<file path="src/rtl/mac_job_sequencer.sv">
// rtl/mac_job_sequencer.sv - multi-tile dot-product job sequencer in front of a 3-stage mac_unit
module mac_job_sequencer #(
  parameter int DATA_WIDTH = 8,
  parameter int LENGTH     = 4,
  parameter int MAX_TILES  = 16,
  localparam int TW = $clog2(MAX_TILES + 1),
  localparam int MW = 2 * DATA_WIDTH + $clog2(LENGTH),
  localparam int OW = MW + $clog2(MAX_TILES)
) (
  input  logic                         i_clk,
  input  logic                         i_nrst_async,
  input  logic                         i_cfg_valid,
  output logic                         o_cfg_ready,
  input  logic [TW-1:0]                i_cfg_tiles,
  input  logic                         i_tile_valid,
  output logic                         o_tile_ready,
  input  logic signed [DATA_WIDTH-1:0] i_tile_a [LENGTH],
  input  logic signed [DATA_WIDTH-1:0] i_tile_b [LENGTH],
  output logic                         o_mac_start,
  output logic signed [DATA_WIDTH-1:0] o_mac_vecA [LENGTH],
  output logic signed [DATA_WIDTH-1:0] o_mac_vecB [LENGTH],
  input  logic signed [MW-1:0]         i_mac_result,
  input  logic                         i_mac_valid,
  output logic signed [OW-1:0]         o_result,
  output logic                         o_result_valid,
  input  logic                         i_result_ready,
  output logic                         o_busy,
  output logic                         o_err
);

  localparam logic [1:0] S_IDLE  = 2'd0;
  localparam logic [1:0] S_ISSUE = 2'd1;
  localparam logic [1:0] S_DRAIN = 2'd2;
  localparam logic [1:0] S_DONE  = 2'd3;

  localparam logic [TW-1:0] MAX_T = TW'(MAX_TILES);
  localparam logic [TW-1:0] ONE_T = TW'(1);

  logic [1:0]           state;
  logic [TW-1:0]        tiles;
  logic [TW-1:0]        issued;
  logic [TW-1:0]        returned;
  logic signed [OW-1:0] acc;
  logic                 err;

  logic cfg_fire;
  logic tile_fire;
  logic mac_take;
  logic mac_stray;
  logic last_return;
  logic last_issue;

  assign cfg_fire    = i_cfg_valid && (state == S_IDLE);
  assign tile_fire   = i_tile_valid && (state == S_ISSUE);
  // issued never falls behind returned, so inequality means work is outstanding
  assign mac_take    = i_mac_valid && (issued != returned);
  assign mac_stray   = i_mac_valid && (issued == returned);
  assign last_return = mac_take && ((returned + ONE_T) == tiles);
  assign last_issue  = (issued + ONE_T) == tiles;

  assign o_cfg_ready    = (state == S_IDLE);
  assign o_tile_ready   = (state == S_ISSUE);
  assign o_result_valid = (state == S_DONE);
  assign o_busy         = (state != S_IDLE);
  assign o_result       = acc;
  assign o_err          = err;

  // Job FSM, return accounting and accumulation; cfg accept overrides the generic return path
  always_ff @(posedge i_clk or negedge i_nrst_async) begin
    if (!i_nrst_async) begin
      state    <= S_IDLE;
      tiles    <= '0;
      issued   <= '0;
      returned <= '0;
      acc      <= '0;
      err      <= 1'b0;
    end else begin
      if (mac_take) begin
        acc      <= acc + OW'(i_mac_result);
        returned <= returned + ONE_T;
      end
      if (mac_stray) err <= 1'b1;
      if (last_return) state <= S_DONE;

      case (state)
        S_IDLE: begin
          if (cfg_fire) begin
            tiles    <= i_cfg_tiles;
            issued   <= '0;
            returned <= '0;
            acc      <= '0;
            err      <= (i_cfg_tiles > MAX_T) || mac_stray;
            if (i_cfg_tiles == '0 || i_cfg_tiles > MAX_T) state <= S_DONE;
            else                                          state <= S_ISSUE;
          end
        end
        S_ISSUE: begin
          if (tile_fire) begin
            issued <= issued + ONE_T;
            if (last_issue) state <= S_DRAIN;
          end
        end
        S_DRAIN: ;
        S_DONE: begin
          if (i_result_ready) state <= S_IDLE;
        end
        default: state <= S_IDLE;
      endcase
    end
  end

  // Operand registers hold the last issued tile; start pulses the cycle after each tile handshake
  always_ff @(posedge i_clk or negedge i_nrst_async) begin
    if (!i_nrst_async) begin
      o_mac_start <= 1'b0;
      for (int i = 0; i < LENGTH; i++) begin
        o_mac_vecA[i] <= '0;
        o_mac_vecB[i] <= '0;
      end
    end else begin
      o_mac_start <= tile_fire;
      if (tile_fire) begin
        for (int i = 0; i < LENGTH; i++) begin
          o_mac_vecA[i] <= i_tile_a[i];
          o_mac_vecB[i] <= i_tile_b[i];
        end
      end
    end
  end

endmodule

</file>
<file path="config.mk">
export PLATFORM = sky130hd
export DESIGN_NAME = mac_job_sequencer
export DESIGN_NICKNAME = d
export VERILOG_FILES = /design/src/rtl/mac_job_sequencer.sv
export SDC_FILE = /design/constraint.sdc
export NUM_CORES = 1
export LEC_CHECK = 0
export ABC_AREA = 1
export BUFFER_PORTS_ARGS = -buffer_cell sky130_fd_sc_hd__buf_2
export CORE_ASPECT_RATIO = 1.75
export CORE_MARGIN = 4
export CORE_UTILIZATION = 55
export CTS_CLUSTER_SIZE = 10
export DETAILED_ROUTE_END_ITERATION = 6
export PLACE_DENSITY_LB_ADDON = 0.1
export SETUP_SLACK_MARGIN = 0.1
export SLEW_MARGIN = 20
export SYNTH_ARGS = -nofsm -noshare
export SYNTH_HDL_FRONTEND = slang
export SYNTH_SLANG_ARGS = --single-unit
</file>
<file path="constraint.sdc">
create_clock -name i_clk -period 3.1 [get_ports i_clk]
set_input_delay 0.93 -clock i_clk [delete_from_list [all_inputs] [get_ports i_clk]]
set_output_delay 0.93 -clock i_clk [all_outputs]
set_load 0.02 [all_outputs]
</file>
Yosys cells after proc, flatten, opt, wreduce, memory -nomap -nowiden
Index checks and enable logic that the tools add are counted.

$add $sub $neg: 3. Order comparisons: 1. Eq/ne operators: 8. Muxes and demuxes: 19. Reduce and logical (&&, ||, !) cells: 13.

Operator list (count): $mux W22 (3); $mux W5 (5); $add A22 B18 Y22 (1); $eq A5 B5 Y1 (3); $mux W2 (6); $add A5 B1 Y5 const B (2); $pmux W5 S2 (1); $pmux W2 S3 (1); $gt A5 B5 Y1 const B (1); $logic_and A1 B1 Y1 (5); $logic_not A5 Y1 (1); $ne A5 B5 Y1 (1); $ne A2 B1 Y1 const B (2); $reduce_bool A2 Y1 (2); $mux W1 (3); $reduce_and A3 Y1 (1); $eq A2 B1 Y1 const B (1); $eq A2 B2 Y1 const B (1); $logic_not A2 Y1 (1); $logic_or A1 B1 Y1 (2); $reduce_and A2 Y1 (1).

Register bits after elaboration: 105. Output and inout port bits: 92.

Logic depth before layout (Yosys ltp)
Gate-level depths: netlist (run 1).

Depth in word-level cells: 7. Gate-level depth with buffers: 13. Mapped depth without buffers: 13.

Worst setup path before layout (run 1)
Ideal clock, no wire load.

Kind: in2reg. From: input i_mac_result[0]. To: register acc[16], in the netlist o_result[16]. Library setup time: 0.117 ns. Arrival time: 2.276 ns. Required time: 2.983 ns. Slack: 0.707 ns. Stages on the path: 12. Cell sequence: ha_1 -> fa_1 -> nand3_1 -> nand2_1 -> nand2_1 -> nand3_1 -> nand3_1 -> nand2_1 -> nand2_1 -> nand2_1 -> o21ai_1 -> inv_1.

Cells in the longest elaborated chain, start to end: 4.

Ends and longest elaborated chain: start: declaration (RTL line 22) `input logic signed [MW-1:0] i_mac_result,`; $add A22 B18 Y22 * (RTL line 79) `acc <= acc + OW'(i_mac_result);`; $mux W22 * (RTL line 78) `if (mac_take) begin`; $mux W22 (RTL line 87) `if (cfg_fire) begin`; $mux W22 * (RTL line 85) `case (state)`; end signal: assignment (RTL line 79); end: declaration (RTL line 43) `logic signed [OW-1:0] acc;`.

Every way passes the cells marked *; elsewhere a longest branch is shown, timed or not. A chain may end at the register's enable or synchronous reset.

Worst setup path in the final report (run 1)
Ends and elaborated chain as after synthesis.

==> results.yml, run 1 <==
outcome:
  status: "complete, no violations"
route:
  wl_per_cell_um: 15.0
  dr.pass1.iters: 4
  dr_total_vias: 5561
  ant_nets: 0
  wl_mm: 15.9
  drt-initial-drc-count: 252
  drc_errors: 0
  detail_route.vias_per_cell: 5.22
sta:
  holdWs_ns: 0.479
  hold_viol: 0
  maxSlewViolCount: 0
  skew_ns: 0.00916
  worstMarginPinSlew_ns: 0.663
  timing.final.ws_setup_ns: 0.666
  fmax_ghz: 0.411
  fin_crit_sh_pct: 78.5
  finalCriticalPeriod_ns: 2.43
  tns_ns: 0
  maxSlewHeadroom_pct: 55.7
  setup_viol: 0
  rsz0062_at_grt: "false"
clock_tree:
  cts_resized: 0
  cts_setup_buffers: 0
  path_clk_slew_ns: 0.08
  clockRootBuffer: "clkbuf_16"
  htree_levels: 3
  cts_tree: "done"
  clkLatencyLatePin_ns: 0.35
  cts.path.max_buffers: 2
  numCtsBuffers: 9
  ctsHoldBuffers: 0
  cts_sinks: 105
synthesis:
  seq_area_frac_synth_pct: 45.8
  avgSynthCellArea_um2: 7.58
  yosysUniqueCellTypes: 36
  ys_warn_count: 0
  ys_top_cells_by_area: "dfrtp_1 (46%), nand2_1 (20%), ha_1 (5.2%)"
  synth_commonest_cells: "nand2_1 (309), dfrtp_1 (105), inv_1 (65), nor2_1 (58), a21oi_1 (38)"
  syn_inst: 757
  synth_top_area_share_pct: 45.8
  yosysMostFrequentCell: "nand2_1"
  synth_enable_flop_cells: 0
  async_flop_share_pct: 100
  yosys_register_bits: 105
  syn_nets: 875
  synth-main-ff-cell: "dfrtp_1"
  synth_top_area_cell: "dfrtp_1"
  netlist_area_um2: 5740
final_layout:
  layout.nets: 1052
  drive_above_1_share_pct: 22.9
  n_antenna_cell: 0
  syn_to_final_growth_pct: 22.6
global_routing:
  grt_pass1_vias: 5755
  track_usage_pct: 26.5
  antenna_found_initial: 0
  grt_pass1_wl_mm: 25.8
  grt.overflow.total: 0
  grt_max_degree: 75
floorplan:
  std_cell_rows: 49
  io_pins: 185
  fp.dieArea_um2: 12200
  die_w_um: 85.2
  initial_core_util_pct: 56.0
  chipHeight_um: 143
  core_um2: 10200
power_and_ir_drop:
  p_seq_share_pct: 31.3
  clockPowerShare_pct: 13.9
  p_sw_mw: 3.89
  swShare_pct: 48.9
  p_int_mw: 4.07
  peakVddDrop_uv: 629
  pwr-share-comb_pct: 54.7
  leakagePower_nw: 4.02
  cellPowerDensity_nw_per_um2: 1130
placed_design:
  hpwl_mm: 12.2
  portBuffers: 184
  place_ws_ns: 0.334
  gp_congestion: 1.00
worst_setup_path:
  arrival_ns: 2.67
  critical_path_class: "input pin to register"
  worstPathRequired_ns: 3.34
  crit_path_start_kind: "input pin"
  crit_path_max_fanout: 5
  end_kind: "register"
run:
  maxCapViolCount: 0
hold_path:
  hold_class: "register to register"
## power groups by stage
| stage | Clock [mW] | Sequential, mW | Combinational [mW] |
|---|---|---|---|
| floorplan | 0 | 3.11 | 2.37 |
| global placement | 0 | 2.49 | 4.25 |
| detailed placement | 0 | 2.50 | 4.36 |
| CTS | 1.14 | 2.50 | 4.37 |
| global route | 1.19 | 2.58 | 4.85 |
| finish | 1.11 | 2.50 | 4.36 |
## per-stage QoR
stage               cells  utilization [%]  total power, mW  instance area, um^2
detailed placement   1050             65.9             6.87                 6740
finish               1065             68.7             7.97                 7030
global route         1065             68.7             8.62                 7030
CTS                  1065             68.7             8.01                 7030
floorplan             757                -             5.48                 5740
global placement     1050             65.9             6.74                 6740
## worst paths after layout
kind | startpoint | endpoint | slack [ns] | cells past startpoint
max in group asynchronous | i_nrst_async | o_result[9]$_DFF_PN0_ | 1.83 | 2
max | i_mac_result[0] | o_result[16]$_DFF_PN0_ | 0.67 | 13
min reg2reg | o_mac_vecA[18]$_DFFE_PN0P_ | o_mac_vecA[18]$_DFFE_PN0P_ | 0.48 | 2
min in group asynchronous | i_nrst_async | o_mac_vecA[11]$_DFFE_PN0P_ | 0.52 | 1
max reg2reg | o_result[0]$_DFF_PN0_ | o_result[16]$_DFF_PN0_ | 0.94 | 12
min | o_mac_vecA[18]$_DFFE_PN0P_ | o_mac_vecA[18]$_DFFE_PN0P_ | 0.48 | 2
## flip-flops by register name, summed over array words and instances, names as in the netlist
register     cells
o_mac_vecB      32
issued           5
o_result        22
tiles            5
returned         5
state            2
o_mac_vecA      32
o_err            1
o_mac_start      1
## cell families (layout without fill, tap and decap cells)
kind of cell               Yosys count  count (layout)  share of synthesized area (%)
adders and majority gates           25              25                           5.58
xor gates and xnor gates            26              26                           3.97
AOI/OAI and AO/OA                   86              86                           7.96
buffers and inverters               89             270                           6.54
and+or+nand+nor                    426             426                           30.1
DFF                                105             105                           45.8
## cell usage in the layout, fill, tap and decap left out, types with 2 or more instances in the layout
cell       count
clkinv_4       2
clkbuf_16      9
o21bai_1       4
nand3b_1       3
dfrtp_1      105
o22ai_1        2
o21ai_1       12
ha_1          24
nand4_1       12
a21oi_1       38
inv_6          3
nor2_1        58
xor2_1        16
or2_2          3
buf_4          4
a21o_1         2
xnor2_1       10
o21ai_0       25
nand2_1      309
nand3_1       31
buf_2        183
inv_1         65
## worst max-delay path: stages
cell,delay (ns)
buf_2,0.10
ha_1,0.28
fa_1,0.48
nand3_1,0.11
nand2_1,0.11
nand2_1,0.10
nand3_1,0.12
nand3_1,0.11
nand2_1,0.07
nand2_1,0.06
nand2_1,0.04
o21ai_1,0.13
inv_1,0.05
## final cells by class
class | instances | area (um^2)
Clock inverter | 6 | 62.6
Timing Repair Buffer | 188 | 966
Clock buffer | 9 | 225
Tap cell | 127 | 159
Sequential cell | 105 | 2630
Multi-Input combinational cell | 563 | 2730
Fill cell | 878 | 3210
Inverter | 67 | 256
## metal layers
metal	vias up	GRT usage [%]	wire [um]
li1	2733	-	-
met1	2537	27.7	5660
met2	220	47.3	8320
met3	71	4.79	889
met4	0	18.4	1070
met5	-	0	0
(Power assumes the default switching activity.)
==> run 2: changes to the inputs <==
--- a/config.mk
+++ b/config.mk
@@ -9,7 +9,7 @@
 export BUFFER_PORTS_ARGS = -buffer_cell sky130_fd_sc_hd__buf_2
 export CORE_ASPECT_RATIO = 1.75
 export CORE_MARGIN = 4
-export CORE_UTILIZATION = 55
+export CORE_UTILIZATION = 46
 export CTS_CLUSTER_SIZE = 10
 export DETAILED_ROUTE_END_ITERATION = 6
 export PLACE_DENSITY_LB_ADDON = 0.1
==> constraint.sdc (replaced) <==
create_clock -name i_clk -period 2.1 [get_ports i_clk]
set_input_delay 0.63 -clock i_clk [delete_from_list [all_inputs] [get_ports i_clk]]
set_output_delay 0.63 -clock i_clk [all_outputs]
set_load 0.02 [all_outputs]
==> results.yml, run 2 (synthesis gave the netlist of run 1 again) <==
power_and_ir_drop:
  leakagePower_nw: 4.26
  cellPowerDensity_nw_per_um2: 1660
  swShare_pct: 47.1
  power.total_mw: 12.6
  pwr-share-comb_pct: 57.6
  p_sw_mw: 5.92
  clockPowerShare_pct: 13.0
  p_seq_share_pct: 29.4
  peakVddDrop_uv: 984
  p_int_mw: 6.64
worst_setup_path:
  end_kind: "register"
  path_common_cell: "nand2_1"
  crit_path_max_fanout: 4
  critical_path_class: "register to register"
  cp_cell_sequence: "ha_2 > nand2_1 > o21ai_0 > inv_1 > nand2_1 > nand2_1 > nand4_1 > nand3_1 > nand2_1 > inv_1"
  crit_path_start_kind: "register"
  worstPathRequired_ns: 2.35
  arrival_ns: 2.19
  rr_worst_depth: 10
  slowest_stage: "dfrtp_1"
  slowest_delay_ns: 0.41
sta:
  fin_crit_sh_pct: 92.5
  setup_viol: 0
  maxSlewHeadroom_pct: 70.1
  worstMarginPinSlew_ns: 0.449
  holdWs_ns: 0.223
  fmax_ghz: 0.515
  hold_viol: 0
  tns_ns: 0
  maxSlewViolCount: 0
  skew_ns: 0.00662
  finalCriticalPeriod_ns: 1.94
  rsz0062_at_grt: "true"
clock_tree:
  clockRootBuffer: "clkbuf_16"
  htree_levels: 3
  ctsHoldBuffers: 0
  cts_sinks: 105
  cts_tree: "done"
  numCtsBuffers: 9
  path_clk_slew_ns: 0.07
  cts.path.max_buffers: 2
  clkLatencyLatePin_ns: 0.35
floorplan:
  std_cell_rows: 53
  chipHeight_um: 156
  core_um2: 12100
  fp.dieArea_um2: 14400
  io_pins: 185
  die_w_um: 92.4
  initial_core_util_pct: 47.3
route:
  drc_errors: 0
  dr_total_vias: 5755
  ant_nets: 0
  drt-initial-drc-count: 204
  wl_per_cell_um: 14.4
  detail_route.vias_per_cell: 5.00
  wl_mm: 16.6
  dr.pass1.iters: 4
final_layout:
  final_cell_mix: "nand2_1 (304), buf_2 (183), dfrtp_1 (105)"
  drive_above_1_share_pct: 28.8
  layout.nets: 1098
  stdcell_area_um2: 7580
  n_antenna_cell: 0
  syn_to_final_growth_pct: 32.2
  final_common_cell: "nand2_1"
  fin_util_pct: 62.5
  fill_cells: 1121
global_routing:
  track_usage_pct: 23.8
  grt_pass1_vias: 5962
  grt_max_degree: 56
  grt_pass1_wl_mm: 27.4
  antenna_found_initial: 0
  use_met3_pct: 4.54
  grt.busiest_layer: "met2"
  use_met2_pct: 43.2
  use_met1_pct: 25.6
  grt.overflow.total: 0
placed_design:
  hpwl_mm: 13.1
  placed_area_um2: 7190
  portBuffers: 184
  gp_congestion: 1.00
hold_path:
  hold_class: "input pin to asynchronous set/reset pin"
run:
  maxCapViolCount: 0
outcome:
  status: "complete, no violations"
## run 2: cell count changes in the layout (fill, tap and decap cells not counted), sizes merged
cell    change
clkinv      +1
buf        +46
inv         -1
clkbuf      +1
## run 2: final timing paths
path,startpoint,end,slack (ns)
setup / recovery,o_result[9]$_DFF_PN0_,o_result[19]$_DFF_PN0_,0.16
hold / removal,i_nrst_async,o_result[4]$_DFF_PN0_,0.22
setup reg to reg,o_result[9]$_DFF_PN0_,o_result[19]$_DFF_PN0_,0.16
hold reg to reg,o_mac_vecA[13]$_DFFE_PN0P_,o_mac_vecA[13]$_DFFE_PN0P_,0.48
max in group asynchronous,i_nrst_async,o_result[14]$_DFF_PN0_,1.37
min in group i_clk,i_tile_a[19],o_mac_vecA[19]$_DFFE_PN0P_,0.47
## run 2: timing repair
action                                  in CTS  in global routing
endpoints found under the setup margin       2                 10
gates cloned                                 0                  0
pin swaps                                    0                  3
buffers inserted                             0                  1
gates resized for setup                      2                 21
## run 2: through the flow
stage / cells / setup slack (ns)
final: 1150 / 0.157
after global routing: 1150 / 0.0569
after CTS: 1149 / 0.140
after detailed placement: 1133 / -0.251
after global placement: 1133 / -0.232
after floorplan: 757 / 0.111
## run 2: per-layer routing
| layer | part of all wire [%] | wire [um] | vias to the layer above |
|---|---|---|---|
| li1 | - | - | 2825 |
| met1 | 36 | 5940 | 2655 |
| met2 | 53 | 8810 | 210 |
| met3 | 5.9 | 987 | 65 |
| met4 | 5.3 | 882 | 0 |
| met5 | 0 | 0 | - |
## run 2: power by group through the flow
stage / Clock (mW) / Sequential (mW) / Combinational (mW)
2_1_floorplan: 0 / 4.60 / 3.53
3_3_place_gp: 0 / 3.67 / 6.95
3_5_place_dp: 0 / 3.71 / 7.08
4_1_cts: 1.69 / 3.69 / 7.12
5_1_grt: 1.77 / 3.83 / 8.06
6_report: 1.63 / 3.69 / 7.24
## run 2: worst max-delay path: cells and delay by family, from the launching register on
| family | cells | cell delay [ns] |
|---|---|---|
| buffers and inverters | 2 | 0.13 |
| adder cells (fa/ha/maj) | 1 | 0.39 |
| AND/OR/NAND/NOR | 6 | 0.56 |
| AO/OA/AOI/OAI | 1 | 0.35 |
| flip-flops | 1 | 0.41 |
## run 2: layout make-up
type                       instances  area [um^2]  share of cell area (%)
clock inverter                     6         62.6                   0.825
clock buffer                      10          229                    3.02
timing repair buffer             234         1350                    17.8
tap                              165          206                    2.72
sequential                       105         2630                    34.6
inverter                          67          256                    3.38
multi-input combinational        563         2850                    37.6
